### config.mk
export PLATFORM = sky130hd
export DESIGN_NAME = fmac_dot_seq_flat
export DESIGN_NICKNAME = d
export VERILOG_FILES = /design/src/rtl/fmac_pkg.sv /design/src/rtl/fmac_dot_seq_if.sv /design/src/rtl/fmac_tag_fifo.sv /design/src/rtl/fmac_dot_seq.sv /design/src/flat_wrapper.sv
export SDC_FILE = /design/constraint.sdc
export NUM_CORES = 1
export LEC_CHECK = 0
export BUFFER_PORTS_ARGS = -buffer_cell sky130_fd_sc_hd__buf_2
export CAP_MARGIN = 20
export CELL_PAD_IN_SITES_DETAIL_PLACEMENT = 0
export CELL_PAD_IN_SITES_GLOBAL_PLACEMENT = 1
export CORE_MARGIN = 2
export CORE_UTILIZATION = 25
export CTS_CLUSTER_DIAMETER = 150
export DETAILED_ROUTE_END_ITERATION = 12
export PLACE_DENSITY = 0.54
export SLEW_MARGIN = 30
export SYNTH_ARGS = -nofsm -noshare
export SYNTH_HDL_FRONTEND = slang
export SYNTH_SLANG_ARGS = --single-unit
### constraint.sdc
create_clock -name clk_i -period 4.9 [get_ports clk_i]
set_input_delay 0.735 -clock clk_i [delete_from_list [all_inputs] [get_ports clk_i]]
set_output_delay 0.735 -clock clk_i [all_outputs]
set_load 0.02 [all_outputs]
### src/rtl/fmac_pkg.sv
// fmac_pkg: shared types and constants for the dot-product sequencer.
// Float 1.0, FSM state encoding and lane-index width.
package fmac_pkg;
  localparam logic [31:0] FP_ONE = 32'h3F80_0000;
  localparam int PSUMS_DFLT = 4;
  localparam int LANE_W = $clog2(PSUMS_DFLT);

  typedef enum logic [2:0] {
    S_IDLE,
    S_ISSUE,
    S_DRAIN,
    S_REDUCE,
    S_FIN
  } state_t;
endpackage

### src/rtl/fmac_dot_seq_if.sv
// fmac_dot_seq_if: valid/data link to the shared multiply-add float unit.
// master = sequencer side, slave = float unit side.
interface fmac_dot_seq_if #(
  parameter int XLEN = 32
);
  logic            float_a_valid;
  logic [XLEN-1:0] float_a_data;
  logic            float_b_valid;
  logic [XLEN-1:0] float_b_data;
  logic [XLEN-1:0] float_c_data;
  logic            float_result_valid;
  logic [XLEN-1:0] float_result;

  modport master (
    output float_a_valid, float_a_data,
    output float_b_valid, float_b_data,
    output float_c_data,
    input  float_result_valid, float_result
  );

  modport slave (
    input  float_a_valid, float_a_data,
    input  float_b_valid, float_b_data,
    input  float_c_data,
    output float_result_valid, float_result
  );
endinterface

### src/rtl/fmac_tag_fifo.sv
// fmac_tag_fifo: small synchronous FIFO of lane tags for in-flight ops.
// Push and pop may happen in the same cycle.
module fmac_tag_fifo
  import fmac_pkg::*;
#(
  parameter int DEPTH = PSUMS_DFLT,
  parameter int W     = LANE_W
) (
  input  logic         i_clk,
  input  logic         i_rst_n,
  input  logic         i_push,
  input  logic [W-1:0] i_din,
  input  logic         i_pop,
  output logic [W-1:0] o_dout,
  output logic         o_full,
  output logic         o_empty
);
  localparam int AW = $clog2(DEPTH);

  logic [W-1:0]  r_mem [DEPTH];
  logic [AW-1:0] r_wp;
  logic [AW-1:0] r_rp;
  logic [AW:0]   r_cnt;
  logic          w_push;
  logic          w_pop;

  assign o_empty = (r_cnt == '0);
  assign o_full  = (r_cnt == (AW+1)'(DEPTH));
  assign w_pop   = i_pop && !o_empty;
  assign w_push  = i_push && (!o_full || w_pop);
  assign o_dout  = r_mem[r_rp];

  // pointer/count update and storage write
  always_ff @(posedge i_clk) begin
    if (!i_rst_n) begin
      r_wp  <= '0;
      r_rp  <= '0;
      r_cnt <= '0;
    end else begin
      if (w_push) begin
        r_mem[r_wp] <= i_din;
        r_wp        <= r_wp + 1'b1;
      end
      if (w_pop)
        r_rp <= r_rp + 1'b1;
      case ({w_push, w_pop})
        2'b10:   r_cnt <= r_cnt + 1'b1;
        2'b01:   r_cnt <= r_cnt - 1'b1;
        default: r_cnt <= r_cnt;
      endcase
    end
  end
endmodule

### src/rtl/fmac_dot_seq.sv
// fmac_dot_seq: dot product over the shared a*b+c float unit.
// Interleaves PSUMS partial-sum lanes, then folds them into lane 0.
module fmac_dot_seq
  import fmac_pkg::*;
#(
  parameter int XLEN   = 32,
  parameter int ADDR_W = 10,
  parameter int LEN_W  = 11,
  parameter int PSUMS  = PSUMS_DFLT
) (
  input  logic              clk_i,
  input  logic              rst_i,
  input  logic              start_i,
  input  logic [LEN_W-1:0]  len_i,
  input  logic [ADDR_W-1:0] a_base_i,
  input  logic [ADDR_W-1:0] b_base_i,
  output logic              busy_o,
  output logic              done_o,
  output logic [XLEN-1:0]   result_o,
  output logic              err_o,
  output logic              a_rd_en_o,
  output logic [ADDR_W-1:0] a_rd_addr_o,
  input  logic [XLEN-1:0]   a_rd_data_i,
  output logic              b_rd_en_o,
  output logic [ADDR_W-1:0] b_rd_addr_o,
  input  logic [XLEN-1:0]   b_rd_data_i,
  fmac_dot_seq_if.master    fu
);
  localparam int LW = $clog2(PSUMS);

  state_t            r_state;
  logic [LEN_W-1:0]  r_len;
  logic [LEN_W-1:0]  r_idx;
  logic [ADDR_W-1:0] r_abase;
  logic [ADDR_W-1:0] r_bbase;
  logic [XLEN-1:0]   r_lane [PSUMS];
  logic [PSUMS-1:0]  r_busy;
  logic              r_iss_v;
  logic [LW-1:0]     r_iss_lane;
  logic              r_red_v;
  logic [LW:0]       r_k;

  logic [LW-1:0]     w_lane;
  logic              w_issue;
  logic              w_push;
  logic [LW-1:0]     w_push_tag;
  logic [LW-1:0]     w_tag;
  logic              w_full;
  logic              w_empty;
  logic              w_retire;
  logic              w_pop_err;
  logic [LEN_W-1:0]  w_kmax;

  assign w_lane  = r_idx[LW-1:0];
  assign w_issue = (r_state == S_ISSUE) && (r_idx < r_len)
                && !r_busy[w_lane] && !w_full;

  assign a_rd_en_o   = w_issue;
  assign b_rd_en_o   = w_issue;
  assign a_rd_addr_o = w_issue ? r_abase + ADDR_W'(r_idx) : '0;
  assign b_rd_addr_o = w_issue ? r_bbase + ADDR_W'(r_idx) : '0;

  assign w_push     = r_iss_v | r_red_v;
  assign w_push_tag = r_iss_v ? r_iss_lane : '0;
  assign w_retire   = fu.float_result_valid && !w_empty;
  assign w_pop_err  = fu.float_result_valid && w_empty;
  assign w_kmax     = (r_len < LEN_W'(PSUMS)) ? r_len : LEN_W'(PSUMS);

  assign fu.float_a_valid = w_push;
  assign fu.float_b_valid = w_push;
  assign fu.float_a_data  = r_iss_v ? a_rd_data_i
                          : r_red_v ? r_lane[r_k[LW-1:0]] : '0;
  assign fu.float_b_data  = r_iss_v ? b_rd_data_i
                          : r_red_v ? XLEN'(FP_ONE) : '0;
  assign fu.float_c_data  = r_iss_v ? r_lane[r_iss_lane]
                          : r_red_v ? r_lane[0] : '0;

  fmac_tag_fifo #(
    .DEPTH (PSUMS),
    .W     (LW)
  ) u_tag_fifo (
    .i_clk   (clk_i),
    .i_rst_n (rst_i),
    .i_push  (w_push),
    .i_din   (w_push_tag),
    .i_pop   (fu.float_result_valid),
    .o_dout  (w_tag),
    .o_full  (w_full),
    .o_empty (w_empty)
  );

  // sequencer FSM with lane retire and registered outputs
  always_ff @(posedge clk_i) begin
    if (!rst_i) begin
      r_state    <= S_IDLE;
      r_len      <= '0;
      r_idx      <= '0;
      r_abase    <= '0;
      r_bbase    <= '0;
      r_busy     <= '0;
      r_iss_v    <= 1'b0;
      r_iss_lane <= '0;
      r_red_v    <= 1'b0;
      r_k        <= '0;
      busy_o     <= 1'b0;
      done_o     <= 1'b0;
      result_o   <= '0;
      err_o      <= 1'b0;
      for (int i = 0; i < PSUMS; i++)
        r_lane[i] <= '0;
    end else begin
      done_o     <= 1'b0;
      r_iss_v    <= w_issue;
      r_iss_lane <= w_lane;
      r_red_v    <= 1'b0;

      if (w_retire) begin
        r_lane[w_tag] <= fu.float_result;
        r_busy[w_tag] <= 1'b0;
        if (r_state == S_REDUCE)
          r_k <= r_k + 1'b1;
      end

      if (w_issue) begin
        r_busy[w_lane] <= 1'b1;
        r_idx          <= r_idx + 1'b1;
      end

      unique case (r_state)
        S_IDLE: begin
          if (start_i) begin
            r_len   <= len_i;
            r_abase <= a_base_i;
            r_bbase <= b_base_i;
            r_idx   <= '0;
            r_k     <= (LW+1)'(1);
            r_busy  <= '0;
            err_o   <= 1'b0;
            busy_o  <= 1'b1;
            for (int i = 0; i < PSUMS; i++)
              r_lane[i] <= '0;
            r_state <= (len_i == '0) ? S_FIN : S_ISSUE;
          end
        end
        S_ISSUE: begin
          if (r_idx == r_len)
            r_state <= S_DRAIN;
        end
        S_DRAIN: begin
          if (r_busy == '0 && !r_iss_v) begin
            r_k     <= (LW+1)'(1);
            r_state <= S_REDUCE;
          end
        end
        S_REDUCE: begin
          if (!r_busy[0] && !r_red_v) begin
            if (LEN_W'(r_k) < w_kmax) begin
              r_busy[0] <= 1'b1;
              r_red_v   <= 1'b1;
            end else begin
              r_state <= S_FIN;
            end
          end
        end
        S_FIN: begin
          result_o <= r_lane[0];
          done_o   <= 1'b1;
          busy_o   <= 1'b0;
          r_state  <= S_IDLE;
        end
        default: r_state <= S_IDLE;
      endcase

      if (w_pop_err)
        err_o <= 1'b1;
    end
  end
endmodule

### src/flat_wrapper.sv
// flat-port wrapper written by rule: the top's interface ports become plain ports
module fmac_dot_seq_flat import fmac_pkg::*;
#(
  parameter int XLEN   = 32,
  parameter int ADDR_W = 10,
  parameter int LEN_W  = 11,
  parameter int PSUMS  = PSUMS_DFLT
)
  (clk_i, rst_i, start_i, len_i, a_base_i, b_base_i, busy_o, done_o, result_o, err_o, a_rd_en_o, a_rd_addr_o, a_rd_data_i, b_rd_en_o, b_rd_addr_o, b_rd_data_i, fu_float_a_valid, fu_float_a_data, fu_float_b_valid, fu_float_b_data, fu_float_c_data, fu_float_result_valid, fu_float_result);
  fmac_dot_seq_if #(.XLEN(XLEN)) fu_i ();
  input  logic clk_i;
  input  logic rst_i;
  input  logic start_i;
  input  logic [LEN_W-1:0] len_i;
  input  logic [ADDR_W-1:0] a_base_i;
  input  logic [ADDR_W-1:0] b_base_i;
  output logic busy_o;
  output logic done_o;
  output logic [XLEN-1:0] result_o;
  output logic err_o;
  output logic a_rd_en_o;
  output logic [ADDR_W-1:0] a_rd_addr_o;
  input  logic [XLEN-1:0] a_rd_data_i;
  output logic b_rd_en_o;
  output logic [ADDR_W-1:0] b_rd_addr_o;
  input  logic [XLEN-1:0] b_rd_data_i;
  output wire logic [$bits(fu_i.float_a_valid)-1:0] fu_float_a_valid;
  output wire logic [$bits(fu_i.float_a_data)-1:0] fu_float_a_data;
  output wire logic [$bits(fu_i.float_b_valid)-1:0] fu_float_b_valid;
  output wire logic [$bits(fu_i.float_b_data)-1:0] fu_float_b_data;
  output wire logic [$bits(fu_i.float_c_data)-1:0] fu_float_c_data;
  input wire logic [$bits(fu_i.float_result_valid)-1:0] fu_float_result_valid;
  input wire logic [$bits(fu_i.float_result)-1:0] fu_float_result;
  assign fu_float_a_valid = fu_i.float_a_valid;
  assign fu_float_a_data = fu_i.float_a_data;
  assign fu_float_b_valid = fu_i.float_b_valid;
  assign fu_float_b_data = fu_i.float_b_data;
  assign fu_float_c_data = fu_i.float_c_data;
  assign fu_i.float_result_valid = fu_float_result_valid;
  assign fu_i.float_result = fu_float_result;
  fmac_dot_seq #(.XLEN(XLEN), .ADDR_W(ADDR_W), .LEN_W(LEN_W), .PSUMS(PSUMS)) u_core (.clk_i(clk_i), .rst_i(rst_i), .start_i(start_i), .len_i(len_i), .a_base_i(a_base_i), .b_base_i(b_base_i), .busy_o(busy_o), .done_o(done_o), .result_o(result_o), .err_o(err_o), .a_rd_en_o(a_rd_en_o), .a_rd_addr_o(a_rd_addr_o), .a_rd_data_i(a_rd_data_i), .b_rd_en_o(b_rd_en_o), .b_rd_addr_o(b_rd_addr_o), .b_rd_data_i(b_rd_data_i), .fu(fu_i));
endmodule
# --- Word-level counts from Yosys, hierarchy flattened ---
# Memories as Yosys holds them, arrays and structs flattened. A register that Yosys moved wholly into a read port is not among the register bits.
# Cells that the tools add are included.
totals:
  ramBits: 136
  wordCells: 171
  out_inout_bits: 155
  inputBits: 131
  latch_bits: 0
  ff_bits: 98
  memories: 2
  romBits: 0
classes:
  div_mod_pow: 0
  n_mul: 0
  n_reduce_logical: 31
  n_bitwise: 20
  n_lt_le_gt_ge: 7
  shifts: 0
  n_eq_ne: 17
  muxes: 69
  addsub: 8
mem_list:
  columns: ["memory", "depth", "word_bits", "read_ports", "rd_clocked_by_memory_dff", "wr", "line_no", "text"]
  rows:
  - ["u_core.r_lane", 4, 32, 3, 2, 4, "fmac_dot_seq.sv:36", "logic [XLEN-1:0] r_lane [PSUMS];"]
  - ["u_core.u_tag_fifo.r_mem", 4, 2, 1, 1, 1, "fmac_tag_fifo.sv:20", "logic [W-1:0] r_mem [DEPTH];"]
op_table:
  columns: ["operator", "n"]
  rows:
  - ["2-to-1 mux 32 bit", 10]
  - ["2-to-1 mux 11 bit", 4]
  - ["2-to-1 mux 3 bit", 11]
  - ["OR reduction 32 bit", 1]
  - ["2-to-1 mux 30 bit", 1]
  - ["2-to-1 mux 1 bit", 23]
  - ["adder 10 bit", 2]
  - ["2-to-1 mux 10 bit", 2]
  - ["2-to-1 mux 4 bit", 4]
  - ["2-to-1 mux 2 bit", 6]
  - ["case mux 3 bit (2 select lines)", 2]
  - ["case mux 3 bit (4 select lines)", 1]
  - ["adder 11 x 1 -> 11 bit (second input constant)", 1]
  - ["equality test 11 bit", 1]
  - ["logical NOT 11 bit", 1]
  - ["< comparator 11 bit", 1]
  - ["< comparator 11 x 3 -> 1 bit (second input constant)", 1]
  - ["< comparator 3 x 11 -> 1 bit", 1]
  - ["equality test 2 bit (second input constant)", 5]
  - ["logical AND 1 bit", 10]
  - ["AND 1 bit", 8]
  - ["inequality test 2 bit (second input constant)", 4]
  - ["nonzero test 2 bit", 4]
  - ["adder 3 x 1 -> 3 bit (second input constant)", 2]
  - ["other kinds (24)", 46]

# --- Depth between registers and ports, before layout ---
depth:
  ltp_word: 13
  mapped_depth: 9
  ltp_nobuf: 9

# --- Hierarchy ---
# From an unflattened synthesis, not the netlist that was laid out.
unflattened:
  hier_cells: 1236
  area_unflattened_um2: 12839.8
by_module_without_submodules:
  columns: ["module", "cells_per_inst", "area_per_inst_um2", "seq_area_each_um2", "instances"]
  rows:
  - ["fmac_dot_seq", 1154, 11965.2, 5665.4, 1]
  - ["fmac_tag_fifo", 82, 874.6, 420.4, 1]

# --- Worst setup path before layout ---
# No wires, ideal clock.
synth_timing:
  path_kind: "register to register"
  start: "register (tool-made name)"
  end: "memory u_core.r_lane[0][0] (enable)"
  period_less_slack_ns: 3.935
  required_ns: 4.427
  arrival_time_ns: 3.462
  setup_time_ns: 0.473
  setup_slack_ns: 0.965
  path_buffers: 0
  path_stages_with_launch: 3
  cell_sequence: "dfxtp_1 > mux4_2 > o31ai_1"
synth_rtl:
  columns: ["element", "line_no"]
  rows:
  - ["end, declared", "fmac_dot_seq.sv:36"]

# --- Worst setup path after layout ---
layout_timing:
  start: "register u_core.r_idx[0]"
  end: "output b_rd_en_o"
layout_between:
  elab_chain_cells: 5
  word_cells_on_any_way: 7
  cone_classes: "order compare (1); mux (2); reduce/logical (4)"
layout_rtl:
  columns: ["element", "line_no", "text"]
  rows:
  - ["start, declared", "fmac_dot_seq.sv:33", "logic [LEN_W-1:0] r_idx;"]
  - ["start signal, assigned", "fmac_dot_seq.sv:126", "r_idx <= r_idx + 1'b1;"]
  - ["parallel branches: the longest is 3 deep, another holds < comparator 11 bit", null, null]
  - ["logical AND 1 bit * (2 in series)", "fmac_dot_seq.sv:56", "&& !r_busy[w_lane] && !w_full;"]
  - ["end, declared", "flat_wrapper.sv:24", "output logic b_rd_en_o;"]
# Mark *: on every way between the ends. The select of a mux whose other input is x is not followed.

==> run_results.csv <==
group,metric,value,unit
clock_network,cts_sinks,236,
sta,hold_viol,0,
power_and_ir_drop,p_leak,6.65,nW
yosys,synth_edf_count,136,
yosys,netlist_instances,1221,
sta,setup_viol,0,
clock_network,cts_tree,"done",
route,wirelength,42800,um
critical_path,critPathMaxFanout,20,
final_layout,drive_gt1_share,30.1,%
yosys,ys.flop_type,"edfxtp_1",
route,first_pass_iters,4,
sta,period_needed,4560,ps
critical_path,cp-end-kind,"primary output",
critical_path,worstPathRequired,4160,ps
yosys,syn-num-nets,1395,
sta,worstMarginPinSlew,959,ps
power_and_ir_drop,p_per_area,430,mW/mm^2
grt,antenna_found_initial,6,
grt,grt_pass1_vias,10006,
run,max_cap_viol_count,0,
critical_path,cp.arrival,3830,ps
yosys,synth_top_area_cell,"edfxtp_1",
die,initial_core_util,25.3,%
placed_design,dp_cells,2122,
sta,fin_worst_skew,9.29,ps
power_and_ir_drop,clock_power_share,33.1,%
yosys,yosysTopAreaCellShare,31.5,%
route,via_per_inst,4.65,
final_layout,stdcell_count,2180,
placed_design,port_buffers,285,
clock_network,path_clk_slew,60,ps
critical_path,r2r-start,"u_core.r_idx[0]",
clock_network,clk_latency,560,ps
placed_design,dp_hpwl,28200,um
die,core_area,0.0513,sq mm
route,first_iter_violations,466,
die,row_count,83,
grt,track_usage,15.6,%
final_layout,nNetsFinal,1648,
clock_network,ctsHtreeMaxLevel,1,
clock_network,postCtsResizedCells,0,
critical_path,worstSetupStartpoint,"u_core.r_idx[0]",
clock_network,post_cts_buffers,0,
yosys,seq_area_frac_synth,46.9,%
sta,fmax,219,MHz
die,die_y,232,um
critical_path,critical_path_class,"flop to primary output",
power_and_ir_drop,p_int,0.00466,W
yosys,async_flop_share,0,%
clock_network,hold_buffers,0,
route,ant_nets,0,
critical_path,crit_chain,"mux4_2 > or4_4 > nor2_2 > nand2_1 > inv_1 > buf_2",
clock_network,cts-buffers-inserted,30,
grt,grt_pass1_wl,63100,um
clock_network,clock_tree.buffer_depth,3,
sta,rsz0062_at_grt,"false",
die,ios,286,
sta,relSlewSlack,35.9,%
die,die-area,0.0537,sq mm
power_and_ir_drop,p_seq_share,40.1,%
power_and_ir_drop,total_power,0.00698,W
run_status,status,"completed",
die,die_w,232,um
sta,fin_crit_sh,93.1,%
route,wl_per_cell,19.6,um
sta,setup_tns,0,ps
power_and_ir_drop,swShare,33.1,%
final_layout,syn_to_final_growth,25.3,%
yosys,ys_ff_latch,236,
route,drcViolationCount,0,
yosys,yosysUniqueCellTypes,60,
yosys,yosysWarnings,0,
min_path,hold_class,"input pin to flop",
yosys,synth_area,0.0130,sq mm
placed_design,place_congestion,0.769,
sta,slew_violations,0,
critical_path,start_kind,"flop",
clock_network,ctsRootBufferMaster,"clkbuf_16",
grt,grt_max_degree,75,
min_path,min_from,"a_base_i[8]",
yosys,syn_area_per_cell,10.6,sq um
critical_path,cp_slowest_cell,"nand2_1",
power_and_ir_drop,p_sw,0.00231,W
grt,gr-total-overflow,0,
route,vias,10137,
critical_path,critPathMaxStageDelay,610,ps
yosys,synth_common_cells,"nand2_1, and2_1, edfxtp_1, dfxtp_1, clkbuf_1",
yosys,yosysMostFrequentCell,"nand2_1",
power_and_ir_drop,peakVddDrop,0.269,mV
power_and_ir_drop,power_frac_comb,26.8,%
yosys,yosys-top-cells-area,"edfxtp_1, dfxtp_1, mux4_2, and2_1, nand2_1",
-- final timing paths --
kind,slack (ps),to,depth (start not counted)
setup / recovery,340,b_rd_en_o,6
hold / removal,430,u_core.r_abase[8],3
setup reg to reg,1570,u_core.r_idx[1],6
hold reg to reg,460,u_core.result_o[3],2
-- cells in the final DEF, fill, tap and decap left out, types with 7 or more instances in the layout --
cell and count:
clkbuf_16 31, a211oi_1 9, a21o_1 11, buf_2 285, dfxtp_1 94, nand4_1 11
nand3_1 14, and2_1 164, and3_1 11, buf_4 20, nor2_1 44, a21boi_0 64
inv_1 27, nor3_1 14, edfxtp_1 136, xnor2_1 7, mux4_2 67, a21oi_1 16
nand2b_1 7, nand2_1 217, a22o_1 32, a31oi_1 9, ha_1 40, xor2_1 14
o21ai_0 41
-- power by group through the flow --
stage	Clock, W	Combinational (W)	Sequential (W)
after detailed placement	0	0.00191	0.00285
after floorplan	0	0.00133	0.00269
after global routing	0.00246	0.00205	0.00286
after CTS	0.00239	0.00192	0.00281
final	0.00231	0.00187	0.00280
after global placement	0	0.00189	0.00283
-- layout make-up --
type | instances | area, sq um
Clock buffer | 40 | 850
Fill cell | 5336 | 35100
Antenna cell | 2 | 5.00
Tap cell | 680 | 851
Inverter | 27 | 101
Timing Repair Buffer | 307 | 1620
Multi-Input combinational cell | 872 | 6520
Clock inverter | 16 | 193
Sequential cell | 236 | 6100
-- per-stage QoR --
step                worst slack [ps]  hold slack [ps]  instance area (sq um)  util (%)
floorplan                        965              448                  13000         -
global placement                 910              455                  15200      29.5
detailed placement               852              455                  15200      29.6
CTS                              223              382                  16200      31.7
global route                    32.3              402                  16200      31.7
finish                           339              425                  16200      31.7
-- per-layer routing --
layer / part of all wire [%] / vias up / GRT usage (%)
li1: - / 4900 / -
met1: 44 / 4964 / 20.5
met2: 49 / 209 / 26.8
met3: 4.3 / 60 / 2.35
met4: 2.0 / 4 / 3.77
met5: 0.063 / - / 0
-- sequential cells by signal, summed over array words and instances, names as in the netlist, 3 cells and up, named ones only --
register	flops
u_core.r_lane	128
u_core.u_tag_fifo.r_mem	8
u_core.u_tag_fifo.r_cnt	3
u_core.r_busy	4
u_core.r_bbase	10
u_core.r_len	11
u_core.r_state	3
u_core.r_idx	11
u_core.r_abase	10
u_core.r_k	3
u_core.result_o	32
-- kinds of logic after synthesis --
| kind of cell | synth area share (%) |
|---|---|
| AND/OR/NAND/NOR | 19.8 |
| flip-flops | 46.9 |
| AO/OA/AOI/OAI | 12.0 |
| buffers and inverters | 3.48 |
| multiplexers | 12.1 |
| adder cells (fa/ha/maj) | 4.32 |
| XOR/XNOR | 1.42 |
-- worst max-delay path: cells and delay by family (launching register included) --
family / cells / cell delay (ps)
flops: 1 / 520
mux: 1 / 550
buf+inv: 2 / 590
simple gates: 3 / 1600
(Power assumes the default switching activity.)
